[src/rtl/q_result_fifo_if.sv]
// Handshake bundle between the Q producer, the result FIFO and its consumer.
// The master modport is the traffic source/sink side; the FIFO uses the slave modport.
interface q_result_fifo_if #(
  parameter int Q_WIDTH = 35
);
  logic               in_valid;
  logic [Q_WIDTH-1:0] in_q;
  logic               out_valid;
  logic               out_ready;
  logic [Q_WIDTH-1:0] out_q;

  modport master (
    output in_valid, in_q, out_ready,
    input  out_valid, out_q
  );

  modport slave (
    input  in_valid, in_q, out_ready,
    output out_valid, out_q
  );
endinterface

[src/rtl/q_result_fifo.sv]
// First-word-fall-through buffer for signed Q results with drop-on-full and sticky overflow.
// Optional push statistics (count/min/max) are enabled with the Q_FIFO_STATS_EN macro.
module q_result_fifo #(
  parameter int DATA_WIDTH = 16,
  parameter int Q_WIDTH    = 2*DATA_WIDTH+3,
  parameter int DEPTH      = 8
) (
  input  logic                       clk,
  input  logic                       rst,
  q_result_fifo_if.slave             bus,
  input  logic                       clear_ovf,
  output logic [$clog2(DEPTH):0]     count,
  output logic                       full,
  output logic                       empty,
  output logic                       overflow
`ifdef Q_FIFO_STATS_EN
  ,
  output logic [31:0]                stat_cnt,
  output logic signed [Q_WIDTH-1:0]  stat_min,
  output logic signed [Q_WIDTH-1:0]  stat_max
`endif
);

  localparam int AW = $clog2(DEPTH);
  localparam int CW = AW + 1;

  if (Q_WIDTH != 2*DATA_WIDTH+3) begin : g_width_check
    $error("q_result_fifo: Q_WIDTH must equal 2*DATA_WIDTH+3");
  end
  if (DEPTH < 2 || (DEPTH & (DEPTH-1)) != 0) begin : g_depth_check
    $error("q_result_fifo: DEPTH must be a power of two, at least 2");
  end

  logic [Q_WIDTH-1:0] mem [DEPTH];
  logic [AW-1:0]      rd_ptr;
  logic [AW-1:0]      wr_ptr;
  logic [CW-1:0]      count_r;
  logic [CW-1:0]      count_next;
  logic               full_r;
  logic               empty_r;
  logic               ovf_r;
  logic               push;
  logic               pop;
  logic               drop;

  // A pop frees the slot a same-cycle push needs, so a full FIFO can still accept.
  always_comb begin
    pop        = bus.out_ready && !empty_r;
    push       = bus.in_valid && (!full_r || pop);
    drop       = bus.in_valid && full_r && !pop;
    count_next = count_r;
    if (push && !pop) begin
      count_next = count_r + CW'(1);
    end else if (pop && !push) begin
      count_next = count_r - CW'(1);
    end
  end

  always_ff @(posedge clk) begin
    if (!rst && push) begin
      mem[wr_ptr] <= bus.in_q;
    end
  end

  always_ff @(posedge clk) begin
    if (rst) begin
      rd_ptr  <= '0;
      wr_ptr  <= '0;
      count_r <= '0;
      full_r  <= 1'b0;
      empty_r <= 1'b1;
      ovf_r   <= 1'b0;
    end else begin
      if (push) begin
        wr_ptr <= wr_ptr + AW'(1);
      end
      if (pop) begin
        rd_ptr <= rd_ptr + AW'(1);
      end
      count_r <= count_next;
      full_r  <= (count_next == CW'(DEPTH));
      empty_r <= (count_next == '0);
      // A new drop wins over a simultaneous clear.
      if (drop) begin
        ovf_r <= 1'b1;
      end else if (clear_ovf) begin
        ovf_r <= 1'b0;
      end
    end
  end

  assign bus.out_valid = !empty_r;
  assign bus.out_q     = mem[rd_ptr];
  assign count         = count_r;
  assign full          = full_r;
  assign empty         = empty_r;
  assign overflow      = ovf_r;

`ifdef Q_FIFO_STATS_EN
  always_ff @(posedge clk) begin
    if (rst) begin
      stat_cnt <= '0;
      stat_min <= {1'b0, {(Q_WIDTH-1){1'b1}}};
      stat_max <= {1'b1, {(Q_WIDTH-1){1'b0}}};
    end else if (push) begin
      if (stat_cnt != '1) begin
        stat_cnt <= stat_cnt + 32'd1;
      end
      if ($signed(bus.in_q) < stat_min) begin
        stat_min <= $signed(bus.in_q);
      end
      if ($signed(bus.in_q) > stat_max) begin
        stat_max <= $signed(bus.in_q);
      end
    end
  end
`endif

endmodule

[src/flat_wrapper.sv]
// flat-port wrapper written by rule: the top's interface ports become plain ports
module q_result_fifo_flat 
#(
  parameter int DATA_WIDTH = 16,
  parameter int Q_WIDTH    = 2*DATA_WIDTH+3,
  parameter int DEPTH      = 8
)
  (clk, rst, clear_ovf, count, full, empty, overflow, bus_in_valid, bus_in_q, bus_out_ready, bus_out_valid, bus_out_q);
  q_result_fifo_if #(.Q_WIDTH(Q_WIDTH)) bus_i ();
  input  logic clk;
  input  logic rst;
  input  logic clear_ovf;
  output logic [$clog2(DEPTH):0] count;
  output logic full;
  output logic empty;
  output logic overflow;
  input wire logic [$bits(bus_i.in_valid)-1:0] bus_in_valid;
  input wire logic [$bits(bus_i.in_q)-1:0] bus_in_q;
  input wire logic [$bits(bus_i.out_ready)-1:0] bus_out_ready;
  output wire logic [$bits(bus_i.out_valid)-1:0] bus_out_valid;
  output wire logic [$bits(bus_i.out_q)-1:0] bus_out_q;
  assign bus_i.in_valid = bus_in_valid;
  assign bus_i.in_q = bus_in_q;
  assign bus_i.out_ready = bus_out_ready;
  assign bus_out_valid = bus_i.out_valid;
  assign bus_out_q = bus_i.out_q;
  q_result_fifo #(.DATA_WIDTH(DATA_WIDTH), .Q_WIDTH(Q_WIDTH), .DEPTH(DEPTH)) u_core (.clk(clk), .rst(rst), .bus(bus_i), .clear_ovf(clear_ovf), .count(count), .full(full), .empty(empty), .overflow(overflow));
endmodule
[config.mk]
export PLATFORM = sky130hd
export DESIGN_NAME = q_result_fifo_flat
export DESIGN_NICKNAME = d
export VERILOG_FILES = /design/src/rtl/q_result_fifo_if.sv /design/src/rtl/q_result_fifo.sv /design/src/flat_wrapper.sv
export SDC_FILE = /design/constraint.sdc
export NUM_CORES = 1
export LEC_CHECK = 0
export BUFFER_PORTS_ARGS = -buffer_cell sky130_fd_sc_hd__buf_2
export CORE_ASPECT_RATIO = 1.25
export CORE_MARGIN = 10
export CORE_UTILIZATION = 50
export CTS_CLUSTER_SIZE = 30
export DETAILED_ROUTE_END_ITERATION = 8
export GPL_ROUTABILITY_DRIVEN = 0
export GPL_TIMING_DRIVEN = 0
export PLACE_DENSITY = 0.69
export SETUP_SLACK_MARGIN = 0.02
export SLEW_MARGIN = 30
export SYNTH_ARGS = -nofsm -noshare
export SYNTH_HDL_FRONTEND = slang
export SYNTH_SLANG_ARGS = --single-unit
[constraint.sdc]
create_clock -name clk -period 8.4 [get_ports clk]
set_input_delay 1.68 -clock clk [delete_from_list [all_inputs] [get_ports clk]]
set_output_delay 1.68 -clock clk [all_outputs]
set_load 0.005 [all_outputs]
==> summary.txt, run 1 <==
Synth
  – Synth area leader: edfxtp_1
  – Mapped Cells: 498
  – Share of the synthesized area in the top cell type: 74.7%
  – Dominant cells by area after synthesis: edfxtp_1, mux4_2, mux2_2
  – Sequential area share after synthesis: 77.5%
  – Ys async rst share: 0%
  – Netlist cell types: 37
  – Synth Register Bits: 296
  – Mapped cell area: 11300 um^2
  – Mean Syn Cell Area: 22.6 um^2
  – Ys Warns: 0
  – Most common flop cell mapped by yosys: edfxtp_1
  – Syn nets: 542
  – Post-synth EDFFs: 280

CTS
  – Worst skew pair latency: 520 ps
  – Postcts setup bufs: 0
  – CTS Buf Count: 26
  – Post-cts sizing count: 0
  – H-tree Lvls: 1
  – Clk slew on worst S/H paths: 70 ps
  – CTS tree: done
  – Clock buffer depth: 3
  – Sink Count: 296
  – Root Buffer: clkbuf_16
  – Hold-fix buffers, CTS: 0

Floorplan
  – Starting Density: 50.7%
  – Die Y-Extent: 188 um
  – Die area: 29000 um^2
  – Die Wd: 154 um
  – Row count: 61
  – Core ar.: 22200 um^2
  – IO Count: 83

Setup path
  – Slowest CP cell: clkbuf_1
  – Required time worst endpoint: 6720 ps
  – Kind of critical path: reg2out
  – Critical path endpoint category: primary output
  – CP top delay family: buffers and inverters
  – Crit Path Max Fanout: 10
  – Critical path launch point type: register
  – Crit-path cells: clkbuf_1 > clkbuf_1 > mux4_2 > mux2_2 > buf_2
  – CP max stage delay: 650 ps
  – Crit path buf inv count: 3
  – Most used cell, CP: clkbuf_1
  – Worst endpoint data arrival time: 2650 ps

Cells and area
  – Layout Cells excl Fill: 944
  – FILL cells: 1524
  – Commonest non-fill, non-tap cells in the layout: edfxtp_1, buf_2, mux4_2
  – Share of cells above drive strength 1: 42.1%
  – Final #Nets: 682
  – Post-route cell area: 13400 um^2
  – Commonest non-fill, non-tap cell in the layout: edfxtp_1
  – Area Overhead vs Synth: 18.6%

Flow run
  – Max-cap violations: 0

Detailed routing
  – DRC Markers: 0
  – Drt wl/cell: 23.7 um
  – Via count: 5375
  – Drt total wl: 22400 um
  – Drt first pass iters: 4
  – Detail Route Antenna Nets: 0
  – DR iter-0 viols: 435
  – Via-per-instance ratio: 5.69

GRT
  – GRT Total Usage: 15.4%
  – Vias in the first global route: 5825
  – Pin count of the biggest net entering global routing: 18
  – First-pass GRT wire length: 34500 um
  – Grt total ovfl: 0
  – Antenna violations before repair: 4

Pwr
  – Final Power: 3.22 mW
  – Power density over the cells: 241 nW/um^2
  – Peak VDD IR: 0.000154 V
  – Pleak: 4.36 nW

Place
  – Post-Place Cell Area: 12500 um^2
  – Dpl ws: 3860 ps
  – Post-Place Cells: 893
  – PortBufs: 82
  – DP HPWL: 15000 um

STA
  – Final Hold Vio Count: 0
  – Worst-Margin Slew: 810 ps
  – Worst Skew: 8.08 ps
  – Setup WS post-layout: 4070 ps
  – Count of final setup violators: 0
  – Peak Freq: 0.231 GHz
  – Slew headroom: 46.0%
  – RSZ-0062 raised after global routing: no
  – Final Critical Period: 4330 ps
  – Setup TNS: 0 ps
  – Pins Over Slew Limit: 0
  – Fin crit share: 51.5%

Status
  – Outcome: finished, final reports clean

Hold path
  – Worst hold path class: reg2reg
==> state kept, by name (all words and copies together), names as in the netlist, named ones only <==
register / flops
u_core.mem: 280
u_core.count: 4
u_core.full: 1
u_core.wr_ptr: 3
u_core.overflow: 1
u_core.rd_ptr: 3
u_core.empty: 1
==> through the flow <==
stage                     util, %  hold WS, ps
after CTS                    60.1          512
after global routing         60.1          529
final                        60.1          510
after detailed placement     56.2          492
after global placement       54.1          473
after floorplan                 -          454
==> cell usage after synthesis, drive strengths merged (2+ instances only) <==
master,count
mux4,70
ha,4
and3,2
edfxtp,280
clkbuf,14
o21ai,2
a21oi,6
xor2,2
o211ai,2
nor2,15
nor4,2
buf,8
xnor2,3
mux2,35
or2,2
nand3,3
dfxtp,16
nor2b,2
inv,6
nand2,8
==> cells by family (layout without fill, tap and decap cells) <==
logic type	count (synthesis)	in the layout	share of synthesized area, %
AOI/OAI and AO/OA	18	18	1.16
xor gates and xnor gates	5	5	0.389
adders and majority gates	4	4	0.444
buffers and inverters	28	188	1.01
DFF	296	296	77.5
muxes	106	106	17.6
other	0	3	0
and+or+nand+nor	41	41	1.90
==> worst min-delay path, cell delays in order (launching register included) <==
cell and delay, ps:
dfxtp_1 330, a32oi_1 60, nor2_1 80
==> cell type report <==
type,instances,area (um^2),area share (%)
Antenna cell,3,7.51,0.0562
Clock buffer,38,757,5.67
Tap cell,283,354,2.65
Buffer,22,91.3,0.684
Timing Repair Buffer,112,811,6.07
Sequential cell,296,8730,65.4
Clock inverter,10,105,0.787
Multi-Input combinational cell,174,2480,18.5
Inverter,6,22.5,0.169
==> routing by layer <==
metal	routed length [um]	global-route usage [%]	vias up
met5	14	0	-
met4	465	4.29	4
met3	1340	3.09	38
met2	11800	26.8	170
met1	8730	19.1	2787
li1	-	-	2376
==> report_power, final <==
part           total, mW  internal, mW  switching, mW  leakage (nW)
clock               1.18         0.688          0.490         0.415
combinational      0.376         0.196          0.181          1.28
sequential          1.66          1.65         0.0188          2.66
==> worst paths after layout <==
check        slack (ps)  depth (start not counted)            start           endpoint
max reg2reg        5300                          9     u_core.empty  u_core.mem[0][20]
min                 510                          2  u_core.overflow    u_core.overflow
max                4070                          5         register      bus_out_q[12]
min reg2reg         510                          2  u_core.overflow    u_core.overflow
Power figures use the tool's default switching activity.
==> run 2: changes to the inputs <==
==> constraint.sdc (replaced) <==
create_clock -name clk -period 4.3 [get_ports clk]
set_input_delay 0.86 -clock clk [delete_from_list [all_inputs] [get_ports clk]]
set_output_delay 0.86 -clock clk [all_outputs]
set_load 0.005 [all_outputs]
==> run 2 against run 1 <==
Wire length rose by 2.6%. Power rose by 99%. Clock power rose by 100%. Clock-buffer cell count fell by 10. Global-route usage rose by 0.28 points. Sequential share of layout area fell by 0.30 points. Register-to-register slack got worse by 3600 ps. Worst setup slack got worse by 3200 ps. First-iteration DRC count rose by 9.2%. Design area rose by 0.46%. Via count rose by 0.15%.
==> summary.txt, run 2 (same netlist as run 1, synthesis figures left out) <==
Hold path
  – Worst hold path class: reg2reg

Setup path
  – Kind of critical path: reg2out
  – R2R setup slack: 1660 ps (-3640 ps)
  – Critical R2R Launch: u_core.empty
  – Crit-path cells: clkbuf_1 > clkbuf_1 > mux4_2 > mux2_2 > buf_2
  – Worst r2r path cells: 7 (-2)
  – Required time worst endpoint: 3440 ps (-3280 ps)
  – CP max stage delay: 590 ps (-60 ps)
  – CP top delay family: buffers and inverters
  – Worst endpoint data arrival time: 2610 ps (-40 ps)
  – Critical path depth: 5 (unchanged)
  – Capturing point of the worst reg2reg path: u_core.mem[2][18]
  – Critical path launch point type: register
  – Slowest CP cell: clkbuf_1
  – Crit Path Max Fanout: 10 (unchanged)
  – Crit path buf inv count: 3 (unchanged)
  – Critical path endpoint category: primary output
  – Worst Setup EP: bus_out_q[12]
  – Most used cell, CP: clkbuf_1

Cells and area
  – Final #Nets: 675 (-1.0%)
  – Commonest non-fill, non-tap cell in the layout: edfxtp_1
  – Commonest non-fill, non-tap cells in the layout: edfxtp_1, buf_2, mux4_2
  – Sequential cell area: 8730 um^2 (unchanged)
  – Register name with the most flops: u_core.mem
  – FILL cells: 1532 (+0.52%)
  – Finished Core Util: 60.4% (+0.28 points)
  – Layout Cells excl Fill: 933 (-1.2%)
  – Area Overhead vs Synth: 19.1%
  – Combined area of the multi-input logic cells: 2490 um^2 (+0.71%)
  – Share of cells above drive strength 1: 42.0% (-0.12 points)
  – Max reg flops: 280 (unchanged)

Floorplan
  – Die Y-Extent: 188 um (unchanged)
  – IO Count: 83 (unchanged)
  – Die Wd: 154 um (unchanged)
  – Starting Density: 50.7% (unchanged)
  – Core ar.: 22200 um^2 (unchanged)
  – Row count: 61 (unchanged)
  – Die area: 29000 um^2 (unchanged)

CTS
  – Post-cts sizing count: 0 (unchanged)
  – Clk slew on worst S/H paths: 60 ps (about the same)
  – CTS tree: done
  – H-tree Lvls: 1 (unchanged)
  – Postcts setup bufs: 0 (unchanged)
  – Root Buffer: clkbuf_16
  – Worst skew pair latency: 510 ps (about the same)
  – Sink Count: 296 (unchanged)
  – Clock buffer depth: 3 (unchanged)
  – CTS Buf Count: 26 (unchanged)
  – Hold-fix buffers, CTS: 0 (unchanged)

Flow run
  – Max-cap violations: 0 (unchanged)

STA
  – Setup WS post-layout: 828 ps (-3240 ps)
  – Setup TNS: 0 ps (unchanged)
  – RSZ-0062 raised after global routing: no
  – Slew headroom: 38.9% (-7.1 points)
  – Final Hold Vio Count: 0 (unchanged)
  – Final Critical Period: 3470 ps
  – Worst-Margin Slew: 912 ps (+102 ps)
  – Worst hold margin: 503 ps (-7.05 ps)
  – Fin crit share: 80.7%
  – Peak Freq: 0.288 GHz
  – Worst Skew: 5.56 ps (-2.52 ps)
  – Count of final setup violators: 0 (unchanged)
  – Pins Over Slew Limit: 0 (unchanged)

Pwr
  – Internal cell power: 5.04 mW (+99%)
  – Flop pwr share: 50.8% (-0.9 points)
  – Clk pwr share: 37.6% (+1.0 points)
  – Peak VDD IR: 0.000324 V (+110%)
  – Switching Share: 21.3% (-0.13 points)
  – Switching power: 1.36 mW (+98%)
  – Pleak: 4.35 nW (-0.12%)
  – Gate power share: 11.7% (about the same)
  – Power density over the cells: 477 nW/um^2 (+98%)

Detailed routing
  – DR iter-0 viols: 475 (+9.2%)
  – Detail Route Antenna Nets: 0 (unchanged)
  – Via-per-instance ratio: 5.77 (+1.3%)
  – Drt first pass iters: 4 (unchanged)
  – DRC Markers: 0 (unchanged)
  – Drt wl/cell: 24.6 um (+3.8%)
  – Via count: 5383 (+0.15%)
  – Drt total wl: 22900 um (+2.6%)

GRT
  – GR Layer Usage met1: 19.5% (+0.36 points)
  – Pin count of the biggest net entering global routing: 19 (+1)
  – GRT Total Usage: 15.7% (+0.28 points)
  – Vias in the first global route: 5985 (+2.7%)
  – Antenna violations before repair: 2 (-2)
  – GR peak layer: met2
  – Met3 Use GR: 3.11% (+0.023 points)
  – Grt total ovfl: 0 (unchanged)
  – First-pass GRT wire length: 35300 um (+2.1%)
  – Routing usage on met2: 27.0% (+0.23 points)

Place
  – DP HPWL: 15100 um (+0.76%)
  – Dpl ws: 1030 ps (-2830 ps)
  – PortBufs: 82 (unchanged)
  – Post-Place Cells: 886 (-0.78%)

Status
  – Outcome: finished, final reports clean
## run 2: layer usage
metal  part of all wire [%]  wire [um]
met5                      0          0
met1                     40       9160
met2                     53      12100
met4                    2.0        459
met3                    5.4       1250
## run 2: worst min path at each step
stage,from,to,depth (start not counted)
2_1_floorplan,u_core.rd_ptr[1],register,2
3_5_place_dp,u_core.overflow,u_core.overflow,2
3_3_place_gp,u_core.overflow,u_core.overflow,2
6_report,u_core.overflow,u_core.overflow,2
5_1_grt,u_core.wr_ptr[0],u_core.wr_ptr[0],2
4_1_cts,u_core.wr_ptr[0],u_core.wr_ptr[0],2
## run 2: worst register-to-register path, stage by stage, from the launching register on
cell      delay (ps)
dfxtp_1          370
nor2b_1          130
clkbuf_1         320
o21ai_0          210
or2_2            430
nor2_4           470
buf_16           230
buf_16           170
## run 2: area by class of cell
| type | instances | area share [%] |
|---|---|---|
| tap | 283 | 2.64 |
| inverter | 6 | 0.168 |
| multi-input combinational | 174 | 18.6 |
| buffer | 22 | 0.681 |
| clock inverter | 17 | 1.60 |
| clock buffer | 28 | 5.06 |
| antenna | 2 | 0.0373 |
| timing repair buffer | 105 | 6.15 |
| sequential | 296 | 65.1 |
## run 2: per-stage QoR
step / area, um^2 / power, mW
after floorplan: 11300 / 3.79
after global placement: 12000 / 4.03
after detailed placement: 12500 / 4.07
after CTS: 13400 / 6.46
after global routing: 13400 / 6.63
final: 13400 / 6.40
## run 2: power groups by stage
stage                     clock network (mW)  registers (mW)  logic (mW)
after floorplan                            0            3.31       0.484
after global placement                     0            3.31       0.716
after detailed placement                   0            3.31       0.761
after CTS                               2.45            3.25       0.764
after global routing                    2.55            3.25       0.819
final                                   2.40            3.25       0.746
==> run 3: changes to the inputs <==
==> constraint.sdc (replaced) <==
create_clock -name clk -period 3.6 [get_ports clk]
set_input_delay 0.72 -clock clk [delete_from_list [all_inputs] [get_ports clk]]
set_output_delay 0.72 -clock clk [all_outputs]
set_load 0.005 [all_outputs]
==> run 3 against run 2 <==
Global-route usage fell by 0.84 points. Register-to-register slack lost 690 ps. Via count fell by 1.7%. Critical path depth is the same. Highest routed layer is now met5. Worst setup slack worse by 560 ps. Largest cell class unchanged. Power rose by 17%. Clock-buffer cell count up 3. Die area stayed put. First-iteration DRC count is 34% lower.
==> summary.txt, run 3 (same netlist as run 1, synthesis figures left out) <==
GRT
  – Routing usage on met2: 24.7% (-2.3 points)
  – Grt total ovfl: 0 (unchanged)
  – Met3 Use GR: 2.86% (-0.25 points)
  – GR Layer Usage met1: 19.8% (+0.36 points)
  – Antenna violations before repair: 2 (unchanged)
  – GR peak layer: met2
  – Pin count of the biggest net entering global routing: 18 (-1)
  – First-pass GRT wire length: 33700 um (-4.4%)
  – GRT Total Usage: 14.9% (-0.84 points)
  – Vias in the first global route: 5765 (-3.7%)

Cells and area
  – Commonest non-fill, non-tap cell in the layout: edfxtp_1
  – Inserted Diodes: 0 (-2)
  – Area Overhead vs Synth: 18.5%
  – Finished Core Util: 60.1% (-0.30 points)
  – Max reg flops: 280 (unchanged)
  – Post-route cell area: 13300 um^2 (-0.50%)
  – FILL cells: 1549 (+1.1%)
  – Final #Nets: 674 (-0.15%)
  – Register name with the most flops: u_core.mem
  – Commonest non-fill, non-tap cells in the layout: edfxtp_1, buf_2, mux4_2
  – Share of cells above drive strength 1: 40.9% (-1.1 points)

Detailed routing
  – DRC Markers: 0 (unchanged)
  – DR iter-0 viols: 315 (-34%)
  – Drt first pass iters: 4 (unchanged)
  – Via count: 5291 (-1.7%)
  – Drt wl/cell: 23.3 um (-5.4%)
  – Detail Route Antenna Nets: 0 (unchanged)
  – Via-per-instance ratio: 5.67 (-1.7%)
  – Drt total wl: 21700 um (-5.4%)

Hold path
  – Worst hold path class: in2reg

STA
  – RSZ-0062 raised after global routing: no
  – Final Critical Period: 3330 ps
  – Worst-Margin Slew: 835 ps (-77.1 ps)
  – Setup WS post-layout: 269 ps (-559 ps)
  – Count of final setup violators: 0 (unchanged)
  – Fin crit share: 92.5%
  – Pins Over Slew Limit: 0 (unchanged)
  – Slew headroom: 44.1% (+5.2 points)
  – Peak Freq: 0.300 GHz
  – Final Hold Vio Count: 0 (unchanged)
  – Worst Skew: 6.21 ps (+0.649 ps)

CTS
  – Postcts setup bufs: 0 (unchanged)
  – H-tree Lvls: 1 (unchanged)
  – Clk slew on worst S/H paths: 60 ps (about the same)
  – Root Buffer: clkbuf_16
  – CTS Buf Count: 26 (unchanged)
  – Clock buffer depth: 3 (unchanged)
  – Sink Count: 296 (unchanged)
  – Post-cts sizing count: 0 (unchanged)
  – CTS tree: done
  – Worst skew pair latency: 520 ps (about the same)
  – Hold-fix buffers, CTS: 0 (unchanged)

Floorplan
  – Die area: 29000 um^2 (unchanged)
  – Die Y-Extent: 188 um (unchanged)
  – Die Wd: 154 um (unchanged)
  – Core ar.: 22200 um^2 (unchanged)
  – IO Count: 83 (unchanged)
  – Row count: 61 (unchanged)
  – Starting Density: 50.7% (unchanged)

Setup path
  – Most used cell, CP: clkbuf_1
  – Worst endpoint data arrival time: 2610 ps (about the same)
  – CP top delay family: buffers and inverters
  – Critical path endpoint category: primary output
  – Slowest CP cell: clkbuf_1
  – Required time worst endpoint: 2880 ps (-560 ps)
  – CP max stage delay: 640 ps (+50 ps)
  – Crit-path cells: clkbuf_1 > clkbuf_1 > mux4_2 > mux2_2 > buf_2
  – Crit Path Max Fanout: 10 (unchanged)
  – Kind of critical path: reg2out
  – Crit path buf inv count: 3 (unchanged)
  – Critical path launch point type: register

Pwr
  – Final Power: 7.47 mW (+17%)
  – Power density over the cells: 560 nW/um^2 (+17%)
  – Peak VDD IR: 0.000339 V (+4.6%)
  – Pleak: 4.32 nW (-0.70%)

Status
  – Outcome: finished, final reports clean

Place
  – Post-Place Cell Area: 12500 um^2 (about the same)
  – Dpl ws: 474 ps (-556 ps)
  – DP HPWL: 14600 um (-3.0%)
  – PortBufs: 82 (unchanged)

Flow run
  – Max-cap violations: 0 (unchanged)
-- run 3: area by class of cell --
class | instances | area (um^2) | share of cell area [%]
clock inverter | 17 | 149 | 1.12
buffer | 22 | 91.3 | 0.684
tap | 283 | 354 | 2.65
clock buffer | 31 | 691 | 5.17
timing repair buffer | 104 | 817 | 6.12
multi-input combinational | 174 | 2490 | 18.7
inverter | 6 | 22.5 | 0.169
sequential | 296 | 8730 | 65.4
-- run 3: worst paths after layout --
kind	slack [ps]	startpoint	endpoint	depth (start not counted)
worst max-delay path	270	register	bus_out_q[3]	5
worst min-delay path	460	bus_in_q[16]	u_core.mem[2][16]	1
worst max register to register	970	u_core.empty	u_core.mem[1][20]	7
worst min register to register	510	u_core.overflow	u_core.overflow	2
-- run 3: power by group --
part | switching [mW] | total (mW) | internal (mW)
clock network | 1.14 | 2.71 | 1.58
logic | 0.420 | 0.879 | 0.459
registers | 0.0423 | 3.88 | 3.84
total | 1.60 | 7.47 | 5.87
-- run 3: through the flow --
stage | hold slack (ps) | setup TNS, ps | std cells
finish | 460 | 0 | 933
floorplan | 454 | 0 | 498
detailed placement | 500 | 0 | 885
CTS | 439 | 0 | 933
global placement | 475 | -348320 | 863
global route | 452 | 0 | 933
-- run 3: routing by layer --
metal,part of all wire (%),up-vias
li1,-,2348
met1,42,2787
met2,52,124
met3,4.8,28
met4,1.4,4
met5,0.11,-
